$ cat src/rtl/calc_sequencer_if.sv
// Keypad-scanner and ALU handshake bundle for calc_sequencer.
// master: the sequencer side; slave: keypad scanner, ALU and display side.
interface calc_sequencer_if;
  logic        read_input;
  logic [3:0]  keypad_input;
  logic [2:0]  operator_input;
  logic        equal_input;
  logic        key_read;
  logic        alu_start;
  logic [2:0]  alu_op;
  logic [15:0] alu_a;
  logic [15:0] alu_b;
  logic        alu_done;
  logic [15:0] alu_result;
  logic        alu_ovf;
  logic [15:0] display_value;
  logic        error;

  modport master (
    input  read_input, keypad_input, operator_input, equal_input,
    input  alu_done, alu_result, alu_ovf,
    output key_read, alu_start, alu_op, alu_a, alu_b, display_value, error
  );

  modport slave (
    output read_input, keypad_input, operator_input, equal_input,
    output alu_done, alu_result, alu_ovf,
    input  key_read, alu_start, alu_op, alu_a, alu_b, display_value, error
  );
endinterface

$ cat src/rtl/calc_sequencer.sv
// Keypad-driven calculator sequencer that launches operations on an external ALU.
// Optional macro CALC_CHAIN_EN: an operator typed while entering B runs the pending op and chains.
module calc_sequencer (
  input  logic             clk,
  input  logic             nRST,
  calc_sequencer_if.master bus
);
  typedef enum logic [2:0] {
    ENTER_A = 3'd0,
    ENTER_B = 3'd1,
    EXEC    = 3'd2,
    SHOW    = 3'd3,
    ERROR   = 3'd4
  } state_t;

  localparam logic [2:0]  OP_NEG       = 3'b001;
  localparam logic [2:0]  OP_ADD       = 3'b010;
  localparam logic [2:0]  OP_SUB       = 3'b011;
  localparam logic [2:0]  OP_MUL       = 3'b100;
  localparam logic [3:0]  TIMEOUT_LAST = 4'd14;
  localparam logic [19:0] MAG_MAX      = 20'd32767;

  function automatic logic [15:0] present_value(input logic [14:0] mag, input logic sign);
    logic [15:0] ext;
    ext = {1'b0, mag};
    if (sign) begin
      present_value = 16'd0 - ext;
    end else begin
      present_value = ext;
    end
  endfunction

  function automatic logic is_arith(input logic [2:0] op);
    case (op)
      OP_ADD, OP_SUB, OP_MUL: is_arith = 1'b1;
      default:                is_arith = 1'b0;
    endcase
  endfunction

  state_t      state_r, state_nxt_s;
  logic        ack_wait_r, ack_wait_nxt_s;
  logic [14:0] mag_r, mag_nxt_s;
  logic        sign_r, sign_nxt_s;
  logic [15:0] a_r, a_nxt_s;
  logic [2:0]  op_r, op_nxt_s;
  logic        chain_r, chain_nxt_s;
  logic        key_read_r, key_read_nxt_s;
  logic        alu_start_r, alu_start_nxt_s;
  logic [2:0]  alu_op_r, alu_op_nxt_s;
  logic [15:0] alu_a_r, alu_a_nxt_s;
  logic [15:0] alu_b_r, alu_b_nxt_s;
  logic [15:0] display_r, display_nxt_s;
  logic        error_r, error_nxt_s;
  logic [3:0]  timeout_r, timeout_nxt_s;
  logic        accept_s;
  logic [15:0] entry_val_s;
  logic [19:0] digit_sum_s;

  // Next-state and registered-output logic for the sequencer FSM
  always_comb begin
    state_nxt_s     = state_r;
    ack_wait_nxt_s  = ack_wait_r;
    mag_nxt_s       = mag_r;
    sign_nxt_s      = sign_r;
    a_nxt_s         = a_r;
    op_nxt_s        = op_r;
    chain_nxt_s     = chain_r;
    key_read_nxt_s  = 1'b0;
    alu_start_nxt_s = 1'b0;
    alu_op_nxt_s    = alu_op_r;
    alu_a_nxt_s     = alu_a_r;
    alu_b_nxt_s     = alu_b_r;
    display_nxt_s   = display_r;
    error_nxt_s     = error_r;
    timeout_nxt_s   = timeout_r;
    entry_val_s     = present_value(mag_r, sign_r);
    digit_sum_s     = ({5'd0, mag_r} * 20'd10) + {16'd0, bus.keypad_input};
    accept_s        = bus.read_input && !ack_wait_r && (state_r != EXEC);

    // A consumed key blocks further keys until read_input has been seen low
    if (accept_s) begin
      key_read_nxt_s = 1'b1;
      ack_wait_nxt_s = 1'b1;
    end else if (!bus.read_input) begin
      ack_wait_nxt_s = 1'b0;
    end else begin
      ack_wait_nxt_s = ack_wait_r;
    end

    case (state_r)
      ENTER_A, ENTER_B: begin
        if (!accept_s) begin
          state_nxt_s = state_r;
        end else if (bus.equal_input) begin
          if (state_r == ENTER_B) begin
            alu_a_nxt_s     = a_r;
            alu_b_nxt_s     = entry_val_s;
            alu_op_nxt_s    = op_r;
            alu_start_nxt_s = 1'b1;
            timeout_nxt_s   = 4'd0;
            chain_nxt_s     = 1'b0;
            mag_nxt_s       = 15'd0;
            sign_nxt_s      = 1'b0;
            state_nxt_s     = EXEC;
          end else begin
            state_nxt_s = state_r;
          end
        end else if (bus.operator_input == OP_NEG) begin
          sign_nxt_s = ~sign_r;
        end else if (is_arith(bus.operator_input)) begin
          if (state_r == ENTER_A) begin
            a_nxt_s     = entry_val_s;
            op_nxt_s    = bus.operator_input;
            mag_nxt_s   = 15'd0;
            sign_nxt_s  = 1'b0;
            state_nxt_s = ENTER_B;
          end else begin
`ifdef CALC_CHAIN_EN
            alu_a_nxt_s     = a_r;
            alu_b_nxt_s     = entry_val_s;
            alu_op_nxt_s    = op_r;
            alu_start_nxt_s = 1'b1;
            timeout_nxt_s   = 4'd0;
            chain_nxt_s     = 1'b1;
            op_nxt_s        = bus.operator_input;
            mag_nxt_s       = 15'd0;
            sign_nxt_s      = 1'b0;
            state_nxt_s     = EXEC;
`else
            op_nxt_s = bus.operator_input;
`endif
          end
        end else if (bus.operator_input == 3'b000) begin
          // Digits that would overflow the 15-bit magnitude are swallowed
          if (digit_sum_s <= MAG_MAX) begin
            mag_nxt_s = digit_sum_s[14:0];
          end else begin
            mag_nxt_s = mag_r;
          end
        end else begin
          state_nxt_s = state_r;
        end
      end

      EXEC: begin
        if (bus.alu_done) begin
          if (bus.alu_ovf) begin
            state_nxt_s = ERROR;
          end else begin
            a_nxt_s     = bus.alu_result;
            chain_nxt_s = 1'b0;
            if (chain_r) begin
              state_nxt_s = ENTER_B;
            end else begin
              state_nxt_s = SHOW;
            end
          end
        end else if (timeout_r == TIMEOUT_LAST) begin
          state_nxt_s = ERROR;
        end else begin
          timeout_nxt_s = timeout_r + 4'd1;
        end
      end

      SHOW: begin
        if (accept_s && !bus.equal_input && (bus.operator_input == 3'b000)) begin
          a_nxt_s     = 16'd0;
          mag_nxt_s   = {11'd0, bus.keypad_input};
          sign_nxt_s  = 1'b0;
          state_nxt_s = ENTER_A;
        end else if (accept_s && !bus.equal_input && is_arith(bus.operator_input)) begin
          op_nxt_s    = bus.operator_input;
          mag_nxt_s   = 15'd0;
          sign_nxt_s  = 1'b0;
          state_nxt_s = ENTER_B;
        end else begin
          state_nxt_s = state_r;
        end
      end

      ERROR: begin
        if (accept_s) begin
          a_nxt_s       = 16'd0;
          mag_nxt_s     = 15'd0;
          sign_nxt_s    = 1'b0;
          op_nxt_s      = 3'b000;
          chain_nxt_s   = 1'b0;
          alu_op_nxt_s  = 3'b000;
          alu_a_nxt_s   = 16'd0;
          alu_b_nxt_s   = 16'd0;
          timeout_nxt_s = 4'd0;
          state_nxt_s   = ENTER_A;
        end else begin
          state_nxt_s = state_r;
        end
      end

      default: begin
        state_nxt_s = ENTER_A;
      end
    endcase

    case (state_nxt_s)
      ENTER_A, ENTER_B: display_nxt_s = present_value(mag_nxt_s, sign_nxt_s);
      ERROR:            display_nxt_s = 16'd0;
      SHOW:             display_nxt_s = (state_r == EXEC) ? bus.alu_result : display_r;
      default:          display_nxt_s = display_r;
    endcase
    error_nxt_s = (state_nxt_s == ERROR);
  end

  // State and output registers
  always_ff @(posedge clk or negedge nRST) begin
    if (!nRST) begin
      state_r     <= ENTER_A;
      ack_wait_r  <= 1'b0;
      mag_r       <= 15'd0;
      sign_r      <= 1'b0;
      a_r         <= 16'd0;
      op_r        <= 3'b000;
      chain_r     <= 1'b0;
      key_read_r  <= 1'b0;
      alu_start_r <= 1'b0;
      alu_op_r    <= 3'b000;
      alu_a_r     <= 16'd0;
      alu_b_r     <= 16'd0;
      display_r   <= 16'd0;
      error_r     <= 1'b0;
      timeout_r   <= 4'd0;
    end else begin
      state_r     <= state_nxt_s;
      ack_wait_r  <= ack_wait_nxt_s;
      mag_r       <= mag_nxt_s;
      sign_r      <= sign_nxt_s;
      a_r         <= a_nxt_s;
      op_r        <= op_nxt_s;
      chain_r     <= chain_nxt_s;
      key_read_r  <= key_read_nxt_s;
      alu_start_r <= alu_start_nxt_s;
      alu_op_r    <= alu_op_nxt_s;
      alu_a_r     <= alu_a_nxt_s;
      alu_b_r     <= alu_b_nxt_s;
      display_r   <= display_nxt_s;
      error_r     <= error_nxt_s;
      timeout_r   <= timeout_nxt_s;
    end
  end

  assign bus.key_read      = key_read_r;
  assign bus.alu_start     = alu_start_r;
  assign bus.alu_op        = alu_op_r;
  assign bus.alu_a         = alu_a_r;
  assign bus.alu_b         = alu_b_r;
  assign bus.display_value = display_r;
  assign bus.error         = error_r;
endmodule
$ cat src/flat_wrapper.sv
// flat-port wrapper written by rule: the top's interface ports become plain ports
module calc_sequencer_flat 
  (clk, nRST, bus_read_input, bus_keypad_input, bus_operator_input, bus_equal_input, bus_alu_done, bus_alu_result, bus_alu_ovf, bus_key_read, bus_alu_start, bus_alu_op, bus_alu_a, bus_alu_b, bus_display_value, bus_error);
  calc_sequencer_if bus_i ();
  input  logic clk;
  input  logic nRST;
  input wire logic [$bits(bus_i.read_input)-1:0] bus_read_input;
  input wire logic [$bits(bus_i.keypad_input)-1:0] bus_keypad_input;
  input wire logic [$bits(bus_i.operator_input)-1:0] bus_operator_input;
  input wire logic [$bits(bus_i.equal_input)-1:0] bus_equal_input;
  input wire logic [$bits(bus_i.alu_done)-1:0] bus_alu_done;
  input wire logic [$bits(bus_i.alu_result)-1:0] bus_alu_result;
  input wire logic [$bits(bus_i.alu_ovf)-1:0] bus_alu_ovf;
  output wire logic [$bits(bus_i.key_read)-1:0] bus_key_read;
  output wire logic [$bits(bus_i.alu_start)-1:0] bus_alu_start;
  output wire logic [$bits(bus_i.alu_op)-1:0] bus_alu_op;
  output wire logic [$bits(bus_i.alu_a)-1:0] bus_alu_a;
  output wire logic [$bits(bus_i.alu_b)-1:0] bus_alu_b;
  output wire logic [$bits(bus_i.display_value)-1:0] bus_display_value;
  output wire logic [$bits(bus_i.error)-1:0] bus_error;
  assign bus_i.read_input = bus_read_input;
  assign bus_i.keypad_input = bus_keypad_input;
  assign bus_i.operator_input = bus_operator_input;
  assign bus_i.equal_input = bus_equal_input;
  assign bus_i.alu_done = bus_alu_done;
  assign bus_i.alu_result = bus_alu_result;
  assign bus_i.alu_ovf = bus_alu_ovf;
  assign bus_key_read = bus_i.key_read;
  assign bus_alu_start = bus_i.alu_start;
  assign bus_alu_op = bus_i.alu_op;
  assign bus_alu_a = bus_i.alu_a;
  assign bus_alu_b = bus_i.alu_b;
  assign bus_display_value = bus_i.display_value;
  assign bus_error = bus_i.error;
  calc_sequencer u_core (.clk(clk), .nRST(nRST), .bus(bus_i));
endmodule
$ cat config.mk
export PLATFORM = sky130hd
export DESIGN_NAME = calc_sequencer_flat
export DESIGN_NICKNAME = d
export VERILOG_FILES = /design/src/rtl/calc_sequencer_if.sv /design/src/rtl/calc_sequencer.sv /design/src/flat_wrapper.sv
export SDC_FILE = /design/constraint.sdc
export NUM_CORES = 1
export LEC_CHECK = 0
export CORE_MARGIN = 3
export CORE_UTILIZATION = 61
export DETAILED_ROUTE_END_ITERATION = 12
export PLACE_DENSITY = 0.84
export SLEW_MARGIN = 0
export SYNTH_ARGS = -nofsm -noshare
export SYNTH_HDL_FRONTEND = slang
export SYNTH_SLANG_ARGS = --single-unit
$ cat constraint.sdc
create_clock -name clk -period 10.63 [get_ports clk]
set_input_delay 2.6575 -clock clk [delete_from_list [all_inputs] [get_ports clk]]
set_output_delay 2.6575 -clock clk [all_outputs]
set_load 0.02 [all_outputs]
==> results by group, run 1 <==
Clock network
  • TritonCTS buffer count: 9
  • Post-cts hold buffer count: 0
  • Root Driver: clkbuf_8
  • H-tree Lvls: 3
  • Post-CTS Setup Bufs: 0
  • Clk sink count: 97
  • Clock Latency Late Sink: 0.37 ns
  • CTS tree: built
  • Clock Path Buffers: 2
  • Post-CTS resize count: 0
  • Reg clk slew, reported paths: 0.11 ns

Placement
  • Pre-CTS setup slack: 3.125 ns
  • Placed Instances: 938
  • Port Buf Inserts: 82
  • DP HPWL: 16,020 um
  • Routability congestion estimate: 1.004

Worst setup path
  • R2r setup slk: 4.79 ns
  • Reg2Reg Depth: 20
  • Setup crit end kind: flop
  • Startpoint Class: input port
  • RR Startpoint: u_core.mag_r[3]
  • CP required: 10.87 ns
  • Critical Path Slowest Stage Cell: a2111oi_4
  • R2R Path End: u_core.bus.display_value[14]
  • CP max FO: 11
  • Arr. time, crit path: 7.41 ns
  • WS Path Type: input port to flop
  • Worst stage delay on the critical path: 0.46 ns
  • Crit-path cells: clkdlybuf4s50_1, ha_1, fa_1, a21o_1, nand4_1, nor2_1, and3_1, and4_1, a2111oi_4, o21ai_2, nor2_4, nor2_1, or3_1, inv_1, ha_1, nor4b_4, nand3_2, o31ai_2, xor2_1, o221ai_1

Finish
  • Sequential Area: 2427 um2
  • Layout cells sized above 1: 7.335%
  • Commonest non-fill, non-tap cell in the layout: dfrtp_1
  • Antenna cells: 0
  • Area Growth Syn to Fin: 15.83%
  • Most frequent cells in the layout: 97 x dfrtp_1, 83 x nor2_1, 81 x clkdlybuf4s50_1
  • Non-filler cells, final: 954
  • Multi-input gate area: 3981 um2
  • Fill cells: 777
  • Nets@finish: 877
  • Final core utilization: 73.61%

Min path
  • HP Start: u_core.bus.alu_b[9]
  • Hold depth: 2
  • Hold Path Class: flop to flop
  • Worst Hold End: u_core.bus.alu_b[9]

Logic synthesis
  • Async SR Flop Fraction: 100.0%
  • Synth top area share: 36.51%
  • Most used DFF post-synth: dfrtp_1
  • Synth Cell Area: 6649 um2
  • Synth area leaders: dfrtp_1 37%, ha_1 6.2%, a21oi_1 5.6%, nor2_1 4.7%, nand2_1 4.3%
  • Mapped Nets: 822
  • Ys Warns: 0
  • Library cells used by synthesis: 90
  • Syn Inst Count: 758
  • EDFF count, synth: 0
  • Synth area leader: dfrtp_1
  • Seq/Total Area, Yosys: 36.51%
  • Syn avg cell area: 8.772 um2
  • Number of synthesized register bits: 97

Run
  • Maxcap violations: 0

Global route
  • Met2 usage: 57.32%
  • Gr usage total: 33.92%
  • First-pass GRT wire length: 33,390 um
  • GR Util met3: 5.425%
  • GRT Residual Overflow: 0
  • Vias in the first global route: 6,231
  • Largest net degree at the start of global routing: 61
  • Initial antenna violation count: 0
  • Met1 Use GR: 45.51%
  • GR peak layer: met2

Floorplan
  • Num ports: 83
  • Vert. Die Dim: 110.4 um
  • Die span in x: 110.4 um
  • Cell Rows: 37
  • Starting Density: 63.55%
  • Core Area: 10,460 um2
  • Die area: 12,190 um2

Pwr
  • Pwr Density: 260.7 nW/um2
  • Switch Pwr: 0.0009541 W
  • Leakage: 3.440 nW
  • Clock Power Share: 12.0%
  • Logic pwr share: 56.0%
  • Max VDD drop: 0.1542 mV
  • P_int: 0.001054 W
  • Flop pwr share: 32.0%
  • Switching share of power: 47.52%

Detailed routing
  • DRT Wirelength: 20,930 um
  • Drc violations: 0
  • Antenna Nets Post-Route: 0
  • DR WL/cell: 21.94 um
  • Vias: 6,374
  • Via density: 6.681
  • Pre-antenna DRT Iters: 7
  • Initial DRC Count: 726

STA
  • Slew Limit Fails: 0
  • RSZ-0062 raised after global routing: false
  • Period minus WS final: 7.170 ns
  • Setup TNS: 0 ns
  • Slew at the pin closest to its max-slew limit: 1.377 ns
  • Skew final: 0.01478 ns
  • Fin Hold WS: 0.4986 ns
  • Endpoints failing setup: 0
  • Hold Vio Cnt, Final: 0
  • Part of the cycle the worst path needs: 67.45%
  • Final WS setup: 3.460 ns
  • Max-slew headroom: 8.211%
  • Fmax achieved: 139.5 MHz

Status
  • Outcome: completed
-- cell type report --
cell class | instances | area share (%)
tap | 136 | 2.210
timing repair buffer | 86 | 11.02
inverter | 20 | 1.007
sequential | 97 | 31.52
clock inverter | 6 | 0.7636
clock buffer | 10 | 1.787
multi-input combinational | 599 | 51.70
-- sequential cells by signal, indices dropped and copies added, names as in the netlist, 3 cells and up --
| register | count |
|---|---|
| u_core.a_r | 16 |
| u_core.bus.alu_op | 3 |
| u_core.state_r | 3 |
| u_core.mag_r | 15 |
| u_core.op_r | 3 |
| u_core.bus.alu_b | 16 |
| u_core.timeout_r | 4 |
| u_core.bus.display_value | 16 |
| u_core.bus.alu_a | 16 |
-- cell usage after synthesis, types with 5 or more instances --
library cell / n
nand2_1: 76
a21oi_1: 75
a21o_1: 6
dfrtp_1: 97
nor2_1: 83
a22oi_1: 12
and2_1: 6
o21ai_0: 46
o211ai_1: 7
nand2b_1: 11
or3_1: 5
a22o_1: 20
nor3_1: 11
xnor2_1: 20
o21a_1: 7
nand4_1: 7
ha_1: 33
clkbuf_1: 35
and3_1: 10
inv_1: 18
xor2_1: 27
nand3_1: 22
a31oi_1: 14
-- per-stage QoR --
stage,area (um2),power [W]
3_5_place_dp,7505,0.001746
5_1_grt,7701,0.002135
4_1_cts,7701,0.001988
3_3_place_gp,7505,0.001701
2_1_floorplan,6649,0.001352
6_report,7701,0.002008
-- critical path: cells and delay by family --
| kind | cells | cell delay [ns] |
|---|---|---|
| compound gates | 5 | 1.24 |
| xor+xnor | 1 | 0.17 |
| fa+ha+maj | 3 | 0.85 |
| buf+inv | 2 | 0.53 |
| simple gates | 9 | 1.96 |
-- worst max path at each step --
stage	start	end	slack [ns]	depth (start not counted)
3_3_place_gp	bus_keypad_input[1]	u_core.bus.display_value[14]	3.28	20
3_5_place_dp	bus_keypad_input[1]	u_core.bus.display_value[14]	3.13	20
2_1_floorplan	bus_keypad_input[1]	u_core.bus.display_value[14]	4.09	20
4_1_cts	bus_keypad_input[1]	u_core.bus.display_value[14]	3.52	20
5_1_grt	bus_keypad_input[1]	u_core.bus.display_value[14]	3.16	20
6_report	bus_keypad_input[1]	u_core.bus.display_value[14]	3.46	20
-- per-layer routing --
layer  vias to the layer above  wire length, um
li1                       2868                -
met1                      3129             8613
met2                       332            10200
met3                        45             1620
met4                         0              492
met5                         -                0
-- kinds of logic (layout without fill, tap and decap cells) --
| group | Yosys count | after routing | synth area share, % |
|---|---|---|---|
| and+or+nand+nor | 260 | 260 | 19.23 |
| AOI/OAI and AO/OA | 248 | 248 | 25.88 |
| DFF | 97 | 97 | 36.51 |
| buffers and inverters | 62 | 122 | 3.782 |
| xor gates and xnor gates | 49 | 49 | 6.681 |
| adders and majority gates | 35 | 35 | 6.812 |
| muxes | 7 | 7 | 1.110 |
-- power by group through the flow --
stage | registers (W) | clock network, W | logic [W]
3_5_place_dp | 0.000642 | 0 | 0.00110
4_1_cts | 0.000636 | 0.000242 | 0.00111
2_1_floorplan | 0.000675 | 0 | 0.000677
6_report | 0.000642 | 0.000241 | 0.00112
5_1_grt | 0.000656 | 0.000258 | 0.00122
3_3_place_gp | 0.000635 | 0 | 0.00107
Note: power is estimated with default switching activity, not from simulation.
==> run 2: changes to the inputs <==
--- a/config.mk
+++ b/config.mk
@@ -6,9 +6,9 @@
 export NUM_CORES = 1
 export LEC_CHECK = 0
 export CORE_MARGIN = 3
-export CORE_UTILIZATION = 61
+export CORE_UTILIZATION = 57
 export DETAILED_ROUTE_END_ITERATION = 12
-export PLACE_DENSITY = 0.84
+export PLACE_DENSITY = 0.79
 export SLEW_MARGIN = 0
 export SYNTH_ARGS = -nofsm -noshare
 export SYNTH_HDL_FRONTEND = slang
==> constraint.sdc (replaced) <==
create_clock -name clk -period 7.3 [get_ports clk]
set_input_delay 1.825 -clock clk [delete_from_list [all_inputs] [get_ports clk]]
set_output_delay 1.825 -clock clk [all_outputs]
set_load 0.02 [all_outputs]
==> run 2 against run 1 <==
- first-iteration DRC count up 17%
- worst hold slack worse by 0.012 ns
- total power up 51%
- clock skew down 0.0072 ns
- combinational power up 45%
- cell area up 1.7%
- critical path depth unchanged
==> results by group, run 2 (same netlist as run 1, synthesis figures left out) <==
STA
  • Fmax achieved: 156.8 MHz
  • Endpoints failing setup: 0 (unchanged)
  • Part of the cycle the worst path needs: 87.36%
  • Slew Limit Fails: 0 (unchanged)
  • Skew final: 0.007534 ns (was 0.01478 ns)
  • Fin Hold WS: 0.4867 ns (was 0.4986 ns)
  • Hold Vio Cnt, Final: 0 (unchanged)
  • Slew at the pin closest to its max-slew limit: 1.280 ns (was 1.377 ns)
  • RSZ-0062 raised after global routing: false (unchanged)
  • Period minus WS final: 6.377 ns
  • Setup TNS: 0 ns (unchanged)
  • Max-slew headroom: 14.67% (was 8.211%)

Detailed routing
  • Pre-antenna DRT Iters: 5 (was 7)
  • DRT Wirelength: 20,760 um (was 20,930 um)
  • Drc violations: 0 (unchanged)
  • Vias: 6,375 (was 6,374)
  • Antenna Nets Post-Route: 0 (unchanged)
  • DR WL/cell: 21.57 um (was 21.94 um)
  • Initial DRC Count: 848 (was 726)
  • Via density: 6.627 (was 6.681)

Clock network
  • Clk sink count: 97 (unchanged)
  • Post-cts hold buffer count: 0 (unchanged)
  • Post-CTS resize count: 0 (unchanged)
  • CTS tree: built (unchanged)
  • H-tree Lvls: 3 (unchanged)
  • Clock Latency Late Sink: 0.35 ns (was 0.37 ns)
  • Reg clk slew, reported paths: 0.07 ns (was 0.11 ns)
  • TritonCTS buffer count: 9 (unchanged)
  • Clock Path Buffers: 2 (unchanged)
  • Post-CTS Setup Bufs: 0 (unchanged)
  • Root Driver: clkbuf_16 (was clkbuf_8)

Placement
  • Routability congestion estimate: 0.9639 (was 1.004)
  • Port Buf Inserts: 82 (unchanged)
  • DP HPWL: 15,690 um (was 16,020 um)
  • Placed cell areas: 7532 um2 (was 7505 um2)

Worst setup path
  • Reg2Reg Depth: 20 (unchanged)
  • CP max FO: 11 (unchanged)
  • Arr. time, crit path: 6.58 ns (was 7.41 ns)
  • WS Path Type: input port to flop (unchanged)
  • Crit-path cells: clkdlybuf4s50_1, ha_1, fa_1, a21o_1, nand4_1, nor2_1, and3_1, and4_1, a2111oi_4, o21ai_2, nor2_4, nor2_1, or3_1, inv_1, ha_1, nor4b_4, nand3_2, o31ai_2, xor2_1, o221ai_1 (unchanged)
  • CP required: 7.51 ns (was 10.87 ns)
  • Setup crit end kind: flop (unchanged)
  • Worst stage delay on the critical path: 0.46 ns (about the same)
  • Startpoint Class: input port (unchanged)
  • Critical Path Slowest Stage Cell: a2111oi_4 (unchanged)

Floorplan
  • Cell Rows: 38 (was 37)
  • Num ports: 83 (unchanged)
  • Die area: 13,000 um2 (was 12,190 um2)
  • Die span in x: 114.0 um (was 110.4 um)
  • Core Area: 11,130 um2 (was 10,460 um2)
  • Vert. Die Dim: 114.0 um (was 110.4 um)
  • Starting Density: 59.76% (was 63.55%)

Finish
  • Nets@finish: 880 (was 877)
  • Most frequent cells in the layout: 97 x dfrtp_1, 83 x nor2_1, 81 x clkdlybuf4s50_1 (unchanged)
  • Layout cells sized above 1: 7.674% (was 7.335%)
  • Area Growth Syn to Fin: 17.80% (was 15.83%)
  • Final non-filler cell area: 7833 um2 (was 7701 um2)
  • Commonest non-fill, non-tap cell in the layout: dfrtp_1 (unchanged)

Pwr
  • Leakage: 3.502 nW (was 3.440 nW)
  • Max VDD drop: 0.2974 mV (was 0.1542 mV)
  • Pwr Density: 386.6 nW/um2 (was 260.7 nW/um2)
  • Total power: 0.003028 W (was 0.002008 W)

Min path
  • Hold depth: 2 (unchanged)
  • Hold Path Class: flop to flop (unchanged)

Global route
  • Gr usage total: 32.77% (was 33.92%)
  • GRT Residual Overflow: 0 (unchanged)
  • First-pass GRT wire length: 33,480 um (was 33,390 um)
  • Vias in the first global route: 6,078 (was 6,231)
  • Initial antenna violation count: 0 (unchanged)
  • Largest net degree at the start of global routing: 83 (was 61)

Status
  • Outcome: completed (unchanged)

Run
  • Maxcap violations: 0 (unchanged)
## run 2: critical path, delay by kind of cell
kind / cells / cell delay (ns)
fa+ha+maj: 3 / 0.84
compound gates: 5 / 1.22
simple gates: 9 / 2.00
xor+xnor: 1 / 0.17
buf+inv: 2 / 0.52
## run 2: per-layer routing
metal	wire, um	track usage [%]	vias up
li1	-	-	2883
met1	8968	45.84	3142
met2	10040	53.16	304
met3	1280	4.297	46
met4	466	10.13	0
met5	0	0	-
## run 2: stage by stage
stage               instances  utilization (%)  worst slack [ns]
floorplan                 758                -             1.591
global placement          945            67.70            0.7930
detailed placement        945            67.70            0.6239
CTS                       961            70.38            0.9730
global route              961            70.38            0.5723
finish                    962            70.40            0.9229
## run 2: final timing paths
check / endpoint / slack, ns / startpoint
max in group asynchronous: u_core.mag_r[0] / 4.71 / nRST
min in group asynchronous: u_core.timeout_r[3] / 1.33 / nRST
min: u_core.bus.alu_b[5] / 0.49 / u_core.bus.alu_b[5]
max reg2reg: u_core.bus.display_value[14] / 1.49 / u_core.mag_r[3]
min reg2reg: u_core.bus.alu_b[5] / 0.49 / u_core.bus.alu_b[5]
max: u_core.bus.display_value[14] / 0.92 / bus_keypad_input[1]
## run 2: layout make-up
cell class                 instances  area (um2)
clock buffer                      11       252.7
inverter                          20       77.57
sequential                        97        2427
timing repair buffer              89       870.8
antenna                            1       2.502
clock inverter                     5       45.04
fill                             872        3293
tap                              140       175.2
multi-input combinational        599        3981
## run 2: where the power goes
group | internal (W) | total, W | switching (W)
Combinational | 0.000662 | 0.00162 | 0.000961
Clock | 0.000255 | 0.000472 | 0.000217
Sequential | 0.000736 | 0.000933 | 0.000197
Total | 0.00165 | 0.00303 | 0.00138
==> run 3: changes to the inputs <==
--- a/config.mk
+++ b/config.mk
@@ -8,6 +8,7 @@
 export CORE_MARGIN = 3
 export CORE_UTILIZATION = 57
 export DETAILED_ROUTE_END_ITERATION = 12
+export GPL_TIMING_DRIVEN = 0
 export PLACE_DENSITY = 0.79
 export SLEW_MARGIN = 0
 export SYNTH_ARGS = -nofsm -noshare
==> constraint.sdc (replaced) <==
create_clock -name clk -period 6.7 [get_ports clk]
set_input_delay 1.675 -clock clk [delete_from_list [all_inputs] [get_ports clk]]
set_output_delay 1.675 -clock clk [all_outputs]
set_load 0.02 [all_outputs]
==> run 3 against run 2 <==
- sequential share of layout area fell by 0.61 points
- first-iteration DRC count fell by 12%
- cell area rose by 2.0%
- critical path type unchanged
- critical endpoint unchanged
- largest cell class unchanged
- largest power group unchanged
- highest routed layer unchanged
==> results by group, run 3 (same netlist as run 1, synthesis figures left out) <==
Status
  • Outcome: completed (unchanged)

Global route
  • GRT Residual Overflow: 0 (unchanged)
  • Largest net degree at the start of global routing: 68 (was 83)
  • First-pass GRT wire length: 33,890 um (was 33,480 um)
  • Gr usage total: 33.14% (was 32.77%)
  • Initial antenna violation count: 0 (unchanged)
  • Vias in the first global route: 6,373 (was 6,078)

STA
  • Max-slew headroom: 20.36% (was 14.67%)
  • Final WS setup: 0.3693 ns (was 0.9229 ns)
  • Fmax achieved: 158.0 MHz
  • Setup TNS: 0 ns (unchanged)
  • Part of the cycle the worst path needs: 94.49%
  • Hold Vio Cnt, Final: 0 (unchanged)
  • Period minus WS final: 6.331 ns
  • Endpoints failing setup: 0 (unchanged)
  • Slew Limit Fails: 0 (unchanged)
  • Skew final: 0.009704 ns (was 0.007534 ns)
  • Slew at the pin closest to its max-slew limit: 1.185 ns (was 1.280 ns)
  • RSZ-0062 raised after global routing: false (unchanged)

Worst setup path
  • CP startpoint: bus_keypad_input[1] (unchanged)
  • R2r setup slk: 0.88 ns (was 1.49 ns)
  • Worst setup path end: u_core.bus.display_value[14] (unchanged)
  • WS Path Type: input port to flop (unchanged)
  • Reg2Reg Depth: 21 (was 20)
  • Crit-path cells: clkdlybuf4s50_1, ha_1, fa_1, a21o_1, nand4_1, nor2_1, and3_1, and4_1, a2111oi_4, o21ai_2, nor2_4, buf_6, nor2_1, or3_1, inv_1, ha_1, nor4b_4, nand3_2, o31ai_2, xor2_1, o221ai_1 (was clkdlybuf4s50_1, ha_1, fa_1, a21o_1, nand4_1, nor2_1, and3_1, and4_1, a2111oi_4, o21ai_2, nor2_4, nor2_1, or3_1, inv_1, ha_1, nor4b_4, nand3_2, o31ai_2, xor2_1, o221ai_1)
  • Arr. time, crit path: 6.54 ns (was 6.58 ns)
  • RR Startpoint: u_core.mag_r[1] (was u_core.mag_r[3])
  • CP max FO: 10 (was 11)
  • Critical Path Slowest Stage Cell: a2111oi_4 (unchanged)
  • Setup crit end kind: flop (unchanged)
  • Startpoint Class: input port (unchanged)
  • R2R Path End: u_core.bus.display_value[14] (unchanged)
  • CP required: 6.91 ns (was 7.51 ns)
  • Worst stage delay on the critical path: 0.50 ns (was 0.46 ns)

Detailed routing
  • Antenna Nets Post-Route: 0 (unchanged)
  • Initial DRC Count: 747 (was 848)
  • Pre-antenna DRT Iters: 6 (was 5)
  • Vias: 6,620 (was 6,375)
  • Via density: 6.640 (was 6.627)
  • DR WL/cell: 21.70 um (was 21.57 um)
  • DRT Wirelength: 21,630 um (was 20,760 um)
  • Drc violations: 0 (unchanged)

Placement
  • Placed cell areas: 7670 um2 (was 7532 um2)
  • Port Buf Inserts: 82 (unchanged)
  • Routability congestion estimate: 0.9692 (was 0.9639)
  • Pre-CTS setup slack: 0.08999 ns (was 0.6239 ns)
  • DP HPWL: 16,540 um (was 15,690 um)

Pwr
  • Leakage: 3.560 nW (was 3.502 nW)
  • Pwr Density: 426.0 nW/um2 (was 386.6 nW/um2)
  • Max VDD drop: 0.3493 mV (was 0.2974 mV)

Finish
  • Layout cells sized above 1: 7.118% (was 7.674%)
  • Final core utilization: 71.82% (was 70.40%)
  • Nets@finish: 916 (was 880)
  • Fill cells: 846 (was 872)
  • Area Growth Syn to Fin: 20.17% (was 17.80%)
  • Final non-filler cell area: 7990 um2 (was 7833 um2)
  • Most frequent cells in the layout: 97 x dfrtp_1, 83 x nor2_1, 81 x clkdlybuf4s50_1 (unchanged)
  • Commonest non-fill, non-tap cell in the layout: dfrtp_1 (unchanged)
  • Antenna cells: 0 (was 1)

Min path
  • Hold Path Class: flop to flop (unchanged)

Run
  • Maxcap violations: 0 (unchanged)

Floorplan
  • Die area: 13,000 um2 (unchanged)
  • Num ports: 83 (unchanged)
  • Core Area: 11,130 um2 (unchanged)
  • Vert. Die Dim: 114.0 um (unchanged)
  • Starting Density: 59.76% (unchanged)
  • Cell Rows: 38 (unchanged)
  • Die span in x: 114.0 um (unchanged)

Clock network
  • Reg clk slew, reported paths: 0.07 ns (about the same)
  • Post-cts hold buffer count: 0 (unchanged)
  • CTS tree: built (unchanged)
  • Post-CTS Setup Bufs: 0 (unchanged)
  • H-tree Lvls: 3 (unchanged)
  • Clock Latency Late Sink: 0.36 ns (was 0.35 ns)
  • Root Driver: clkbuf_16 (unchanged)
  • Clock Path Buffers: 2 (unchanged)
  • Clk sink count: 97 (unchanged)
  • TritonCTS buffer count: 9 (unchanged)
  • Post-CTS resize count: 0 (unchanged)
## run 3: cell types whose count changed in the layout (fill, tap and decap cells not counted), sizes merged
cell / change
buf: +1
bufinv: +1
clkinvlp: -1
inv: +2
diode: -1
clkbuf: +33
## run 3: metal layers
metal,GRT usage (%),vias to the layer above,wire (um)
met5,0,-,0
met4,11.24,0,722
met3,4.934,68,1717
met2,55.23,379,10710
met1,44.29,3225,8487
li1,-,2948,-
## run 3: worst min path at each step
| stage | from | end | cells past startpoint |
|---|---|---|---|
| 3_5_place_dp | u_core.op_r[2] | u_core.op_r[2] | 2 |
| 4_1_cts | u_core.op_r[2] | u_core.op_r[2] | 2 |
| 6_report | u_core.op_r[2] | u_core.op_r[2] | 2 |
| 5_1_grt | u_core.bus.alu_a[0] | u_core.bus.alu_a[0] | 1 |
| 2_1_floorplan | u_core.op_r[0] | u_core.op_r[0] | 2 |
| 3_3_place_gp | u_core.bus.alu_op[0] | u_core.bus.alu_op[0] | 2 |
## run 3: stage by stage
| stage | instances | hold WS (ns) | total power, W |
|---|---|---|---|
| 5_1_grt | 997 | 0.5225 | 0.003596 |
| 3_3_place_gp | 980 | 0.4641 | 0.002722 |
| 3_5_place_dp | 981 | 0.4767 | 0.002797 |
| 4_1_cts | 997 | 0.4914 | 0.003365 |
| 2_1_floorplan | 758 | 0.4498 | 0.002145 |
| 6_report | 997 | 0.4993 | 0.003404 |
## run 3: worst max-delay path: cells and delay by family
family,cells,cell delay [ns]
compound gates,5,1.31
fa+ha+maj,3,0.86
xor+xnor,1,0.19
buf+inv,3,0.69
simple gates,9,1.79
## run 3: layout make-up
cell class	count	area [um2]	area share [%]
sequential	97	2427	30.38
tap	140	175.2	2.192
clock buffer	9	225.2	2.819
buffer	42	173.9	2.177
inverter	20	77.57	0.9709
timing repair buffer	83	845.8	10.59
clock inverter	7	95.09	1.190
multi-input combinational	599	3970	49.69
## run 3: power by group
group	internal, W	switching (W)	leakage (nW)	total [W]
Clock	0.000301	0.000250	0.157	0.000552
Sequential	0.000803	0.000169	1.26	0.000972
Combinational	0.000736	0.00114	2.14	0.00188
Total	0.00184	0.00156	3.56	0.00340
